### config.mk
export PLATFORM = sky130hd
export DESIGN_NAME = spi_reg_peripheral
export DESIGN_NICKNAME = d
export VERILOG_FILES = /design/src/rtl/spi_reg_pkg.sv /design/src/rtl/spi_reg_peripheral_sync_edge.sv /design/src/rtl/spi_reg_peripheral.sv
export SDC_FILE = /design/constraint.sdc
export NUM_CORES = 1
export LEC_CHECK = 0
export ABC_CLOCK_PERIOD_IN_PS = 3500
export CAP_MARGIN = 0
export CORE_AREA = 2 2 101 103
export DETAILED_ROUTE_END_ITERATION = 16
export DIE_AREA = 0 0 103 105
export HOLD_SLACK_MARGIN = 0.06
export SYNTH_ARGS = -nofsm -noshare
export SYNTH_HDL_FRONTEND = slang
export SYNTH_HIERARCHICAL = 1
export SYNTH_SLANG_ARGS = --single-unit
### constraint.sdc
create_clock -name clk -period 3.5 [get_ports clk]
set_input_delay 1.05 -clock clk [delete_from_list [all_inputs] [get_ports clk]]
set_output_delay 1.05 -clock clk [all_outputs]
set_load 0.02 [all_outputs]
### src/rtl/spi_reg_pkg.sv
// spi_reg_pkg: shared constants and types for the SPI register peripheral.
//   TXN_BITS    - length of a well-formed SPI frame (R/W + 7-bit addr + 8-bit data)
//   ADDR_*      - register map consumed by pwm_peripheral
//   state_t     - frame FSM states
package spi_reg_pkg;

  localparam int TXN_BITS = 16;

  localparam logic [6:0] ADDR_EN_OUT_7_0  = 7'h00;
  localparam logic [6:0] ADDR_EN_OUT_15_8 = 7'h01;
  localparam logic [6:0] ADDR_EN_PWM_7_0  = 7'h02;
  localparam logic [6:0] ADDR_EN_PWM_15_8 = 7'h03;
  localparam logic [6:0] ADDR_PWM_DUTY    = 7'h04;

  typedef enum logic [1:0] {
    ST_IDLE   = 2'd0,
    ST_SHIFT  = 2'd1,
    ST_COMMIT = 2'd2
  } state_t;

endpackage

### src/rtl/spi_reg_peripheral_sync_edge.sv
// spi_sync_edge: multi-flop synchroniser for one asynchronous input, with
// single-cycle rise/fall pulses derived from the synchronised value and a
// one-cycle-delayed copy of it.
//   clk, rst - system clock, asynchronous active-high reset
//   din      - asynchronous input
//   sync     - synchronised level
//   rise     - one-cycle pulse on a synchronised 0->1 transition
//   fall     - one-cycle pulse on a synchronised 1->0 transition
// Edge pulses are held off until the chain and its delayed copy contain only
// real samples; otherwise the reset idle value could fake an edge (e.g. ncs
// held low across reset would look like a falling edge right after release).
module spi_sync_edge #(
  parameter int   SYNC_STAGES = 2,
  parameter logic IDLE_VAL    = 1'b0
) (
  input  logic clk,
  input  logic rst,
  input  logic din,
  output logic sync,
  output logic rise,
  output logic fall
);

  logic [SYNC_STAGES-1:0] chain;
  logic                   prev;
  logic [SYNC_STAGES:0]   fill;
  logic                   primed;

  always_ff @(posedge clk or posedge rst) begin
    if (rst) begin
      chain <= {SYNC_STAGES{IDLE_VAL}};
      prev  <= IDLE_VAL;
      fill  <= '0;
    end else begin
      chain <= {chain[SYNC_STAGES-2:0], din};
      prev  <= chain[SYNC_STAGES-1];
      fill  <= {fill[SYNC_STAGES-1:0], 1'b1};
    end
  end

  assign sync   = chain[SYNC_STAGES-1];
  assign primed = fill[SYNC_STAGES];
  assign rise   = primed &  sync & ~prev;
  assign fall   = primed & ~sync &  prev;

endmodule

### src/rtl/spi_reg_peripheral.sv
// spi_reg_peripheral: SPI mode-0 target holding the five 8-bit control
// registers of pwm_peripheral. Frames are 16 bits, MSB first:
// bit15 R/W (1 = write), bits14:8 address, bits7:0 data.
//   clk, rst          - system clock, asynchronous active-high reset
//   ncs, sclk, copi   - asynchronous SPI inputs (synchronised internally)
//   cipo              - SPI data out (register readback when SPI_READBACK_EN
//                       is defined, otherwise constant 0)
//   en_reg_out_7_0 .. pwm_duty_cycle - registers 0x00..0x04
//   wr_strobe         - one-cycle pulse when a register is written
//   wr_addr           - address of the last accepted write
// Optional build macro: SPI_READBACK_EN (R/W==0 frames return reg[addr]).
import spi_reg_pkg::*;

module spi_reg_peripheral #(
  parameter int SYNC_STAGES = 2,
  parameter int NUM_REGS    = 5
) (
  input  logic       clk,
  input  logic       rst,
  input  logic       ncs,
  input  logic       sclk,
  input  logic       copi,
  output logic       cipo,
  output logic [7:0] en_reg_out_7_0,
  output logic [7:0] en_reg_out_15_8,
  output logic [7:0] en_reg_pwm_7_0,
  output logic [7:0] en_reg_pwm_15_8,
  output logic [7:0] pwm_duty_cycle,
  output logic       wr_strobe,
  output logic [6:0] wr_addr
);

  localparam logic [4:0] CNT_FULL   = 5'(TXN_BITS);
  localparam logic [4:0] CNT_SAT    = 5'(TXN_BITS + 1);
  localparam logic [7:0] NUM_REGS_W = 8'(NUM_REGS);

  logic ncs_s, ncs_rise, ncs_fall;
  logic sclk_s, sclk_rise, sclk_fall;
  logic [SYNC_STAGES-1:0] copi_chain;
  logic copi_s;

  state_t state, state_next;
  logic [TXN_BITS-1:0] shift_q;
  logic [4:0]          count_q;
  logic [6:0]          frame_addr;
  logic [7:0]          frame_data;
  logic                frame_ok;

  spi_sync_edge #(.SYNC_STAGES(SYNC_STAGES), .IDLE_VAL(1'b1)) u_ncs_sync (
    .clk(clk), .rst(rst), .din(ncs), .sync(ncs_s), .rise(ncs_rise), .fall(ncs_fall)
  );

  spi_sync_edge #(.SYNC_STAGES(SYNC_STAGES), .IDLE_VAL(1'b0)) u_sclk_sync (
    .clk(clk), .rst(rst), .din(sclk), .sync(sclk_s), .rise(sclk_rise), .fall(sclk_fall)
  );

  // copi only needs to be stable when sampled on an sclk rise, so a level
  // synchroniser is enough.
  always_ff @(posedge clk or posedge rst) begin
    if (rst) copi_chain <= '0;
    else     copi_chain <= {copi_chain[SYNC_STAGES-2:0], copi};
  end
  assign copi_s = copi_chain[SYNC_STAGES-1];

  // Levels are consumed through their edge pulses only.
  logic unused_levels;
  assign unused_levels = &{1'b0, ncs_s, sclk_s, sclk_fall};

  always_ff @(posedge clk or posedge rst) begin
    if (rst) state <= ST_IDLE;
    else     state <= state_next;
  end

  always_comb begin
    state_next = state;
    case (state)
      ST_IDLE:   if (ncs_fall) state_next = ST_SHIFT;
      ST_SHIFT:  if (ncs_rise) state_next = ST_COMMIT;
      ST_COMMIT: state_next = ST_IDLE;
      default:   state_next = ST_IDLE;
    endcase
  end

  assign frame_addr = shift_q[14:8];
  assign frame_data = shift_q[7:0];
  assign frame_ok   = (count_q == CNT_FULL) && shift_q[15] &&
                      ({1'b0, frame_addr} < NUM_REGS_W);

  // A final sclk rise landing in the same cycle as the ncs rise is still
  // shifted here, so COMMIT sees the completed count.
  always_ff @(posedge clk or posedge rst) begin
    if (rst) begin
      shift_q         <= '0;
      count_q         <= '0;
      wr_strobe       <= 1'b0;
      wr_addr         <= '0;
      en_reg_out_7_0  <= '0;
      en_reg_out_15_8 <= '0;
      en_reg_pwm_7_0  <= '0;
      en_reg_pwm_15_8 <= '0;
      pwm_duty_cycle  <= '0;
    end else begin
      wr_strobe <= 1'b0;
      if (state == ST_IDLE && ncs_fall) begin
        shift_q <= '0;
        count_q <= '0;
      end else if (state == ST_SHIFT && sclk_rise) begin
        shift_q <= {shift_q[TXN_BITS-2:0], copi_s};
        if (count_q != CNT_SAT) count_q <= count_q + 5'd1;
      end
      if (state == ST_COMMIT && frame_ok) begin
        wr_strobe <= 1'b1;
        wr_addr   <= frame_addr;
        case (frame_addr)
          ADDR_EN_OUT_7_0:  en_reg_out_7_0  <= frame_data;
          ADDR_EN_OUT_15_8: en_reg_out_15_8 <= frame_data;
          ADDR_EN_PWM_7_0:  en_reg_pwm_7_0  <= frame_data;
          ADDR_EN_PWM_15_8: en_reg_pwm_15_8 <= frame_data;
          ADDR_PWM_DUTY:    pwm_duty_cycle  <= frame_data;
          default: ;
        endcase
      end
    end
  end

`ifdef SPI_READBACK_EN
  logic [7:0] rd_sel;
  logic [7:0] tx_q;
  logic       cipo_q;

  // After 8 bits the low byte of shift_q holds {R/W, addr}.
  always_comb begin
    rd_sel = '0;
    if ({1'b0, shift_q[6:0]} < NUM_REGS_W) begin
      case (shift_q[6:0])
        ADDR_EN_OUT_7_0:  rd_sel = en_reg_out_7_0;
        ADDR_EN_OUT_15_8: rd_sel = en_reg_out_15_8;
        ADDR_EN_PWM_7_0:  rd_sel = en_reg_pwm_7_0;
        ADDR_EN_PWM_15_8: rd_sel = en_reg_pwm_15_8;
        ADDR_PWM_DUTY:    rd_sel = pwm_duty_cycle;
        default:          rd_sel = '0;
      endcase
    end
  end

  // Data bit 7 is presented on the sclk fall after the 8th rise so the
  // controller samples it on the 9th rise; later falls shift the rest out.
  always_ff @(posedge clk or posedge rst) begin
    if (rst) begin
      tx_q   <= '0;
      cipo_q <= 1'b0;
    end else if (state != ST_SHIFT) begin
      tx_q   <= '0;
      cipo_q <= 1'b0;
    end else if (sclk_fall) begin
      if (count_q == 5'd8 && !shift_q[7]) begin
        cipo_q <= rd_sel[7];
        tx_q   <= {rd_sel[6:0], 1'b0};
      end else if (count_q > 5'd8 && count_q < CNT_FULL) begin
        cipo_q <= tx_q[7];
        tx_q   <= {tx_q[6:0], 1'b0};
      end
    end
  end

  assign cipo = cipo_q;
`else
  assign cipo = 1'b0;
`endif

endmodule

==> metrics.md, run 1 <==
| Metric | Value |
|---|---|
| Count of yosys warnings during synthesis | 6 |
| Share of final-layout standard cells stronger than drive strength 1 | 24.3% |
| Worst min-delay path startpoint | u_sclk_sync/chain[0] |
| Number of vias per cell after detailed routing | ~4.6 |
| Maximum count of clock buffers along a single path | 2 |
| Number of cell instances on the worst register-to-register path | 3 |
| Longest individual stage delay on the worst path | 0.62 ns |
| Shortest period the worst path allows | 2.39 ns |
| Net total in the final layout | 308 |
| Max cap viols | 0 |
| Average instance area after synthesis | approximately 14 sq um |
| Power dissipated by switching net loads | 462 uW |
| Clock-pin transition on the worst setup and hold timing paths | roughly 0.08 ns |
| Final Hold Viols | 0 |
| DIE AREA | 10800 sq um |
| Leading cell types in the layout, fill and taps excluded | dfrtp_1 (82), clkdlybuf4s50_1 (52), mux2_2 (43), nand2_1 (34), a21oi_1 (17) |
| Path category of the worst min-delay check | reg2reg |
| Kind of cell with the highest combined delay on the critical path | buffers and inverters |
| WP data arrival | approximately 1.3 ns |
| Horizontal die dimension | ~100 um |
| Num CTS Buffers | 9 |
| Synthesis-to-finish area growth | 26.6% |
| R2r endpoint | en_reg_pwm_15_8[4] |
| Setup_tns | 0 ns |
| Antenna violations before repair | 0 |
| Number of failing setup endpoints in the final timing report | 0 |
| Total internal power | between 1 and 1.5 mW |
| Root buffer cell | clkbuf_8 |
| CTS tree | yes |
| Final wirelength | 6100 um |
| Worst path required time | 2.45 ns |
| Logic depth of the worst setup path including buffers | 1 |
| Number of vias in the routed layout | roughly 2000 |
| Most common library cell in the layout ignoring fill and taps | dfrtp_1 |
| Dpl cell area | between 3000 and 4000 sq um |
| Transition time of the tightest slew-check pin | around 0.59 ns |
| Startpoint of the worst-slack reg-to-reg timing path | state[0] |
| RSZ-0062 raised after global routing | false |
| Remaining routing DRC violations | 0 |
| Leak pwr | ~1.9 nW |
| Sequential fraction of design power | a little under three fifths |
| R2R setup slack | around 1.5 ns |
| Net Sw Frac | 24.5% |
| Power share of the combinational group | 6.3% |
| Hold Crit Depth | 0 |
| Wire length of the first global-routing pass | ~10000 um |
| H-Tree Depth | 3 |
| Slowest cell on the critical path | clkdlybuf4s50_1 |
| Core area | between 9000 and 10000 sq um |
| Maximum clock frequency | between 400 and 500 MHz |
| Drt initial violations | 85 |
| Largest net degree at the start of global routing | 74 |
| Endpoint type of the worst setup path | output pin |
| Post-DR wirelength/cell | roughly 14 um |
| Hold EP | u_sclk_sync/chain[1] |
| Clock net sink count | 85 |
| Postcts setup bufs | 0 |
| Post-synth net total | between 200 and 300 |
| Port Buf Inserts | 52 |
| Die boundary height | between 100 and 150 um |
| Power density over the cells | roughly 450 nW/um^2 |
| Setup slack after placement | about 1.4 ns |
| Diode count | 0 |
| Outcome | complete, no violations |
| Num ports | 54 |
| Number of global-route vias before repair | between 1500 and 2000 |
| Hold-fix buffers at CTS | 0 |
| Post-Synthesis Cells | between 200 and 250 |
| Hold_ws | approximately 0.35 ns |
| Slew Viols, Final | 0 |
| Post-route worst setup slack | ~1.1 ns |
| Critical path startpoint category | register |
| Number of gates given a new drive strength after cts | 0 |
| Largest fanout of any net on the critical path | 2 |
| Layout Cell Area excl Fill | about 4200 sq um |
| Number of iterations in the first detailed-routing pass | 6 |
| Slew margin rel. | 60.5% |
| GRT Total Usage | between 10% and 20% |
| Initial cell density of the core | 34.3% |
| Crit path buffers/inverters | 1 |
| Source-to-sink clock delay at the later pin of the worst-skew pair | about 0.34 ns |
| Cell chain of the critical path | clkdlybuf4s50_1 |
| Total congestion overflow | 0 |
| Total design power | around 1.9 mW |
| Total half-perimeter wirelength after legalization and detailed placement | roughly 4000 um |
| Number of core rows | 36 |
| Share of total power in the clock network | between 30% and 40% |
| Post-route clock period utilization | between 60% and 70% |
| Final clock skew | ~0.0076 ns |
| Placer Congestion | 0.698 |
| Post-DRT Antenna Nets | 0 |
| Post-Synthesis Cell Area | around 3300 sq um |
| Critical Setup Path Class | reg2out |
| Worst IR drop on VDD | 0.233 mV |
power by group through the flow:
stage          Clock [mW]  Combinational, mW  Sequential [mW]
2_1_floorplan           0              0.108             1.07
3_3_place_gp            0              0.118             1.09
3_5_place_dp            0              0.123             1.09
4_1_cts             0.713              0.123             1.07
5_1_grt             0.756              0.137             1.08
6_report            0.690              0.119             1.07
state kept, by name, indices dropped and copies added (netlist names), 2 cells and up:
register / cells
u_sclk_sync/fill: 3
count_q: 5
u_ncs_sync/chain: 2
en_reg_out_15_8: 8
wr_addr: 7
en_reg_out_7_0: 8
u_sclk_sync/chain: 2
en_reg_pwm_7_0: 8
copi_chain: 2
u_ncs_sync/fill: 3
shift_q: 16
en_reg_pwm_15_8: 8
pwm_duty_cycle: 8
state: 2
through the flow:
step	utilization (%)	instances
4_1_cts	43.4	438
2_1_floorplan	-	243
6_report	43.4	438
5_1_grt	43.4	438
3_3_place_gp	41.3	422
3_5_place_dp	41.3	422
layout make-up:
cell class	count	area, sq um
fillers	933	5460
flip-flops and latches	85	2130
multi-input cells	143	1100
repair buffers	55	556
well taps	133	166
clock buffers	11	141
clock inverters	5	60.1
inverters	6	22.5
worst max-delay path by stage:
stage,start,endpoint
finish,pwm_duty_cycle[0],pwm_duty_cycle[0]
global route,en_reg_out_7_0[0],en_reg_out_7_0[0]
CTS,en_reg_out_7_0[0],en_reg_out_7_0[0]
detailed placement,state[0],en_reg_pwm_15_8[4]
global placement,en_reg_out_7_0[0],en_reg_out_7_0[0]
floorplan,rst,copi_chain[0]
layer usage:
| metal | GRT usage (%) | part of all wire, % | vias up |
|---|---|---|---|
| li1 | - | - | 950 |
| met1 | 18.2 | 49 | 1004 |
| met2 | 16.9 | 46 | 47 |
| met3 | 3.41 | 3.6 | 11 |
| met4 | 4.04 | 1.8 | 0 |
| met5 | 0 | 0 | - |
Power figures use the tool's default switching activity.
==> run 2: changes to the inputs <==
--- a/config.mk
+++ b/config.mk
@@ -5,7 +5,7 @@
 export SDC_FILE = /design/constraint.sdc
 export NUM_CORES = 1
 export LEC_CHECK = 0
-export ABC_CLOCK_PERIOD_IN_PS = 3500
+export ABC_CLOCK_PERIOD_IN_PS = 1900
 export CAP_MARGIN = 0
 export CORE_AREA = 2 2 101 103
 export DETAILED_ROUTE_END_ITERATION = 16
==> constraint.sdc (replaced) <==
create_clock -name clk -period 1.9 [get_ports clk]
set_input_delay 0.57 -clock clk [delete_from_list [all_inputs] [get_ports clk]]
set_output_delay 0.57 -clock clk [all_outputs]
set_load 0.02 [all_outputs]
==> metrics.md, run 2 (synthesized netlist as in run 1, its figures left out) <==
| Metric | Value |
|---|---|
| Multi-input gate area in the final layout | 1100 sq um (unchanged) |
| Longest individual stage delay on the worst path | 0.60 ns (was 0.62 ns) |
| Cell chain of the critical path | clkdlybuf4s50_1 (unchanged) |
| Layout Cell Area excl Fill | 4310 sq um (was 4180 sq um) |
| WP data arrival | 1.28 ns (was 1.34 ns) |
| Post-route clock period utilization | between 90% and 100% |
| Total half-perimeter wirelength after legalization and detailed placement | 4140 um (was 3990 um) |
| Endpoint type of the worst setup path | output pin (unchanged) |
| Destination of the critical timing path | wr_addr[5] (was pwm_duty_cycle[0]) |
| Core area | 9640 sq um (unchanged) |
| Outcome | complete, no violations (unchanged) |
| Dpl cell area | 4060 sq um (was 3980 sq um) |
| Diode count | 0 (unchanged) |
| Power density over the cells | 834 nW/um^2 (was 450 nW/um^2) |
| Final clock skew | 0.00803 ns (was 0.00760 ns) |
| Kind of cell with the highest combined delay on the critical path | buffers and inverters (unchanged) |
| Fill cell instance count of the final layout | 933 (unchanged) |
| Number of cell instances on the worst register-to-register path | 6 (was 3) |
| Slew Viols, Final | 0 (unchanged) |
| Setup_tns | 0 ns (unchanged) |
| Crit path buffers/inverters | 1 (unchanged) |
| Post-DR wirelength/cell | 13.7 um (was 13.9 um) |
| Hold-fix buffers at CTS | 0 (unchanged) |
| Number of core rows | 36 (unchanged) |
| Worst path required time | 1.33 ns (was 2.45 ns) |
| Shortest period the worst path allows | roughly 1.8 ns |
| R2r endpoint | en_reg_pwm_7_0[0] (was en_reg_pwm_15_8[4]) |
| Max cap viols | 0 (unchanged) |
| Initial cell density of the core | 34.3% (unchanged) |
| Leak pwr | 2.56 nW (was 1.94 nW) |
| Critical path startpoint category | register (unchanged) |
| Post-DRT Antenna Nets | 0 (unchanged) |
| CTS tree | yes (unchanged) |
| Total design power | 3.60 mW (was 1.88 mW) |
| RSZ-0062 raised after global routing | false (unchanged) |
| Core Util, Final | 44.8% (was 43.4%) |
| Largest fanout of any net on the critical path | 2 (unchanged) |
| Number of vias in the routed layout | 2070 (was 2012) |
| First element of the critical path | wr_addr[5] (was pwm_duty_cycle[0]) |
| Net total in the final layout | 319 (was 308) |
| Area used by sequential logic in the layout | 2130 sq um (unchanged) |
| Synthesis-to-finish area growth | 30.7% (was 26.6%) |
| Number of failing setup endpoints in the final timing report | 0 (unchanged) |
| Critical Setup Path Class | reg2out (unchanged) |
| Worst IR drop on VDD | 0.392 mV (was 0.233 mV) |
| Source-to-sink clock delay at the later pin of the worst-skew pair | 0.35 ns (was 0.34 ns) |
| Remaining routing DRC violations | 0 (unchanged) |
| Clock-pin transition on the worst setup and hold timing paths | 0.08 ns (about the same) |
| GRT Total Usage | 12.7% (was 12.2%) |
| Slowest cell on the critical path | clkdlybuf4s50_1 (unchanged) |
| DIE AREA | 10800 sq um (unchanged) |
| Logic depth of the worst setup path including buffers | 1 (unchanged) |
| Slew margin rel. | 63.9% (was 60.5%) |
| Transition time of the tightest slew-check pin | 0.537 ns (was 0.592 ns) |
| Number of vias per cell after detailed routing | 4.61 (was 4.59) |
| Clock net sink count | 85 (unchanged) |
| Most common library cell in the layout ignoring fill and taps | dfrtp_1 (unchanged) |
| Final wirelength | 6130 um (was 6100 um) |
| Share of final-layout standard cells stronger than drive strength 1 | 26.6% (was 24.3%) |
| Total congestion overflow | 0 (unchanged) |
| Number of global-route vias before repair | 2070 (was 1989) |
| Largest net degree at the start of global routing | 47 (was 74) |
| Startpoint of the worst-slack reg-to-reg timing path | count_q[1] (was state[0]) |
| Placer Congestion | 0.702 (was 0.698) |
| Root buffer cell | clkbuf_8 (unchanged) |
| Maximum count of clock buffers along a single path | 2 (unchanged) |
| Num ports | 54 (unchanged) |
| Maximum clock frequency | around 540 MHz |
| R2R setup slack | 0.12 ns (was 1.48 ns) |
| Max reg flops | 16 (unchanged) |
| Drt initial violations | 105 (was 85) |
| H-Tree Depth | 3 (unchanged) |
| Horizontal die dimension | 103 um (unchanged) |
| Wire length of the first global-routing pass | 10500 um (was 10200 um) |
| Port Buf Inserts | 52 (unchanged) |
| Leading cell types in the layout, fill and taps excluded | dfrtp_1 (82), mux2_2 (43), nand2_1 (34), dlymetal6s2s_1 (25), dlygate4sd2_1 (22) (was dfrtp_1 (82), clkdlybuf4s50_1 (52), mux2_2 (43), nand2_1 (34), a21oi_1 (17)) |
| Final Hold Viols | 0 (unchanged) |
| Antenna violations before repair | 0 (unchanged) |
| Number of iterations in the first detailed-routing pass | 4 (was 6) |
| Register ranked first by flip-flop count | shift_q (unchanged) |
| Num CTS Buffers | 9 (unchanged) |
| Path category of the worst min-delay check | reg2reg (unchanged) |
| Die boundary height | 105 um (unchanged) |
| Worst min-delay path startpoint | u_sclk_sync/fill[1] (was u_sclk_sync/chain[0]) |
run 2: metal layers:
metal  wire [um]  track usage (%)  vias to the layer above
met5           0                0                        -
met1        2940             18.2                     1040
met4          92             4.79                        0
met2        2770             17.5                       50
met3         327             4.35                        9
li1            -                -                      971
run 2: worst min-delay path by stage:
| stage | depth (start not counted) | endpoint |
|---|---|---|
| after floorplan | 0 | copi_chain[1] |
| after global placement | 0 | u_ncs_sync/fill[1] |
| after detailed placement | 0 | u_sclk_sync/fill[2] |
| after CTS | 0 | u_sclk_sync/fill[2] |
| after global routing | 0 | u_sclk_sync/fill[2] |
| final | 0 | u_sclk_sync/fill[2] |
run 2: worst reg2reg max path: stages, from the launching register on:
cell and delay [ns]:
dfrtp_1 0.41, inv_1 0.11, ha_1 0.15, and4b_1 0.39, nand4_2 0.11, buf_4 0.21
mux2_2 0.29
run 2: through the flow:
stage,std cells,hold slack (ns),worst slack [ns]
floorplan,243,0.331,0.162
global placement,432,0.332,0.173
detailed placement,432,0.335,0.0990
CTS,448,0.354,0.000154
global route,449,0.366,0.00213
finish,449,0.351,0.0511
run 2: cell type report:
cell class              count  share of cell area, %
flip-flops and latches     85                   49.4
multi-input cells         143                   25.6
clock inverters             5                   1.94
repair buffers             66                   15.6
clock buffers              11                   3.05
inverters                   6                  0.609
well taps                 133                   3.86
run 2: power breakdown:
| part | switching [mW] | internal, mW |
|---|---|---|
| Clock | 0.622 | 0.746 |
| Sequential | 0.0732 | 1.88 |
| Combinational | 0.162 | 0.118 |
run 2: timing repair:
| action | in CTS | in global routing |
|---|---|---|
| setup buffers | 0 | 1 |
| pin swaps | 0 | 1 |
| cloned | 0 | 0 |
| resized for setup | 22 | 25 |
| endpoints found under the setup margin | 22 | 27 |
==> run 3: changes to the inputs <==
--- a/config.mk
+++ b/config.mk
@@ -6,11 +6,10 @@
 export NUM_CORES = 1
 export LEC_CHECK = 0
 export ABC_CLOCK_PERIOD_IN_PS = 1900
-export CAP_MARGIN = 0
-export CORE_AREA = 2 2 101 103
+export CAP_MARGIN = 20
+export CORE_AREA = 2 2 83 125
 export DETAILED_ROUTE_END_ITERATION = 16
-export DIE_AREA = 0 0 103 105
-export HOLD_SLACK_MARGIN = 0.06
+export DIE_AREA = 0 0 85 127
 export SYNTH_ARGS = -nofsm -noshare
 export SYNTH_HDL_FRONTEND = slang
 export SYNTH_HIERARCHICAL = 1
==> metrics.md, run 3 (synthesized netlist as in run 1, its figures left out) <==
| Metric | Value |
|---|---|
| Outcome | complete, no violations (unchanged) |
| Hold Crit Depth | 0 (unchanged) |
| Core area | 9630 sq um (was 9640 sq um) |
| Number of iterations in the first detailed-routing pass | 3 (was 4) |
| Initial cell density of the core | 34.3% (about the same) |
| Diode count | 0 (unchanged) |
| Drt initial violations | 38 (was 105) |
| Net total in the final layout | 320 (was 319) |
| Number of global-route vias before repair | 2100 (was 2070) |
| Slowest cell on the critical path | clkdlybuf4s50_1 (unchanged) |
| Num CTS Buffers | 9 (unchanged) |
| CTS tree | yes (unchanged) |
| Logic depth of the worst setup path including buffers | 1 (unchanged) |
| Layout Cell Area excl Fill | 4350 sq um (was 4310 sq um) |
| Largest net degree at the start of global routing | 38 (was 47) |
| WP data arrival | 1.30 ns (was 1.28 ns) |
| Worst path required time | 1.33 ns (about the same) |
| Total half-perimeter wirelength after legalization and detailed placement | 4570 um (was 4140 um) |
| Final wirelength | 6340 um (was 6130 um) |
| Critical path startpoint category | register (unchanged) |
| Largest fanout of any net on the critical path | 2 (unchanged) |
| Remaining routing DRC violations | 0 (unchanged) |
| Longest individual stage delay on the worst path | 0.61 ns (was 0.60 ns) |
| Power density over the cells | 885 nW/um^2 (was 834 nW/um^2) |
| Worst IR drop on VDD | 0.526 mV (was 0.392 mV) |
| Clock net sink count | 85 (unchanged) |
| Final clock skew | 0.00701 ns (was 0.00803 ns) |
| Root buffer cell | clkbuf_16 (was clkbuf_8) |
| Die boundary height | 127 um (was 105 um) |
| Path category of the worst min-delay check | reg2reg (unchanged) |
| H-Tree Depth | 3 (unchanged) |
| Maximum clock frequency | 535 MHz (was 541 MHz) |
| Final Hold Viols | 0 (unchanged) |
| GRT Total Usage | 12.8% (was 12.7%) |
| Leak pwr | 2.21 nW (was 2.56 nW) |
| Leading cell types in the layout, fill and taps excluded | dfrtp_1 (82), mux2_2 (43), clkdlybuf4s50_1 (37), nand2_1 (34), a21oi_1 (17) (was dfrtp_1 (82), mux2_2 (43), nand2_1 (34), dlymetal6s2s_1 (25), dlygate4sd2_1 (22)) |
| Number of vias in the routed layout | 2052 (was 2070) |
| Hold-fix buffers at CTS | 0 (unchanged) |
| Maximum count of clock buffers along a single path | 2 (unchanged) |
| Max cap viols | 0 (unchanged) |
| DIE AREA | 10800 sq um (about the same) |
| Max reg flops | 16 (unchanged) |
| Most common library cell in the layout ignoring fill and taps | dfrtp_1 (unchanged) |
| Port Buf Inserts | 52 (unchanged) |
| Share of final-layout standard cells stronger than drive strength 1 | 26.8% (was 26.6%) |
| Antenna violations before repair | 0 (unchanged) |
| Placer Congestion | 0.719 (was 0.702) |
| Slew Viols, Final | 0 (unchanged) |
| Post-DR wirelength/cell | 14.7 um (was 13.7 um) |
| Critical Setup Path Class | reg2out (unchanged) |
| Endpoint type of the worst setup path | output pin (unchanged) |
| Post-DRT Antenna Nets | 0 (unchanged) |
| Crit path buffers/inverters | 1 (unchanged) |
| Register ranked first by flip-flop count | shift_q (unchanged) |
| Kind of cell with the highest combined delay on the critical path | buffers and inverters (unchanged) |
| Clock-pin transition on the worst setup and hold timing paths | 0.06 ns (was 0.08 ns) |
| Dpl cell area | 4060 sq um (about the same) |
| Post-route clock period utilization | 98.3% (was 97.3%) |
| Number of failing setup endpoints in the final timing report | 0 (unchanged) |
| Cell chain of the critical path | clkdlybuf4s50_1 (unchanged) |
| Synthesis-to-finish area growth | 31.8% (was 30.7%) |
| RSZ-0062 raised after global routing | false (unchanged) |
| Shortest period the worst path allows | 1.87 ns (was 1.85 ns) |
| Num ports | 54 (unchanged) |
| Setup_tns | 0 ns (unchanged) |
| Wire length of the first global-routing pass | 10600 um (was 10500 um) |
| Number of cell instances on the worst register-to-register path | 6 (unchanged) |
| Horizontal die dimension | 85 um (was 103 um) |
| Number of vias per cell after detailed routing | 4.75 (was 4.61) |
| Number of core rows | 44 (was 36) |
| Total congestion overflow | 0 (unchanged) |
| Source-to-sink clock delay at the later pin of the worst-skew pair | 0.33 ns (was 0.35 ns) |
[run 3: cell types whose count changed in the layout (fill, tap and decap cells not counted)]
cell	delta
bufinv_16	-2
clkbuf_8	-7
inv_6	-1
clkdlybuf4s50_1	+32
dlygate4sd2_1	-15
clkinv_2	+1
clkbuf_16	+9
buf_12	+1
dlymetal6s2s_1	-17
[run 3: area by class of cell]
cell class / instances / area, sq um
clock buffer: 13 / 260
clock inverter: 3 / 20.0
fill: 880 / 5280
inverter: 6 / 26.3
multi-input combinational: 143 / 1100
sequential: 85 / 2130
tap: 115 / 144
timing repair buffer: 67 / 669
[run 3: stage by stage]
step           power [mW]  utilization [%]  instances  setup WS [ns]  hold WS (ns)
2_1_floorplan        2.17                -        243          0.162         0.331
3_3_place_gp         2.28             42.2        416          0.158         0.331
3_5_place_dp         2.29             42.2        416          0.134         0.339
4_1_cts              3.93             45.0        432        0.00161         0.353
5_1_grt              4.05             45.2        432       0.000982         0.363
6_report             3.85             45.2        432         0.0325         0.350
[run 3: worst paths after layout]
check / startpoint / to / slack [ns]
max in group asynchronous: rst / pwm_duty_cycle[6] / 0.83
max: en_reg_out_15_8[1] / en_reg_out_15_8[1] / 0.03
min: u_ncs_sync/fill[1] / u_ncs_sync/fill[2] / 0.35
min in group asynchronous: rst / u_ncs_sync/fill[1] / 0.55
min reg2reg: u_ncs_sync/fill[1] / u_ncs_sync/fill[2] / 0.35
max reg2reg: count_q[1] / en_reg_pwm_15_8[4] / 0.15
[run 3: where the power goes]
| group | switching, mW | internal (mW) | leakage [nW] |
|---|---|---|---|
| combinational | 0.162 | 0.130 | 0.934 |
| sequential | 0.0721 | 1.88 | 1.15 |
| clock | 0.653 | 0.955 | 0.132 |
[run 3: timing repair]
item	4_1_cts	5_1_grt
endpoints found under the hold margin	0	0
setup buffers	0	0
pin swaps	0	0
endpoints found under the setup margin	7	8
gates resized for setup	7	8
[run 3: metal layers]
layer / up-vias / track usage (%) / wire length [um]
met5: - / 0 / 0
met4: 0 / 6.16 / 133
met3: 13 / 2.91 / 183
met2: 32 / 21.9 / 3470
met1: 1032 / 14.9 / 2550
li1: 975 / - / -
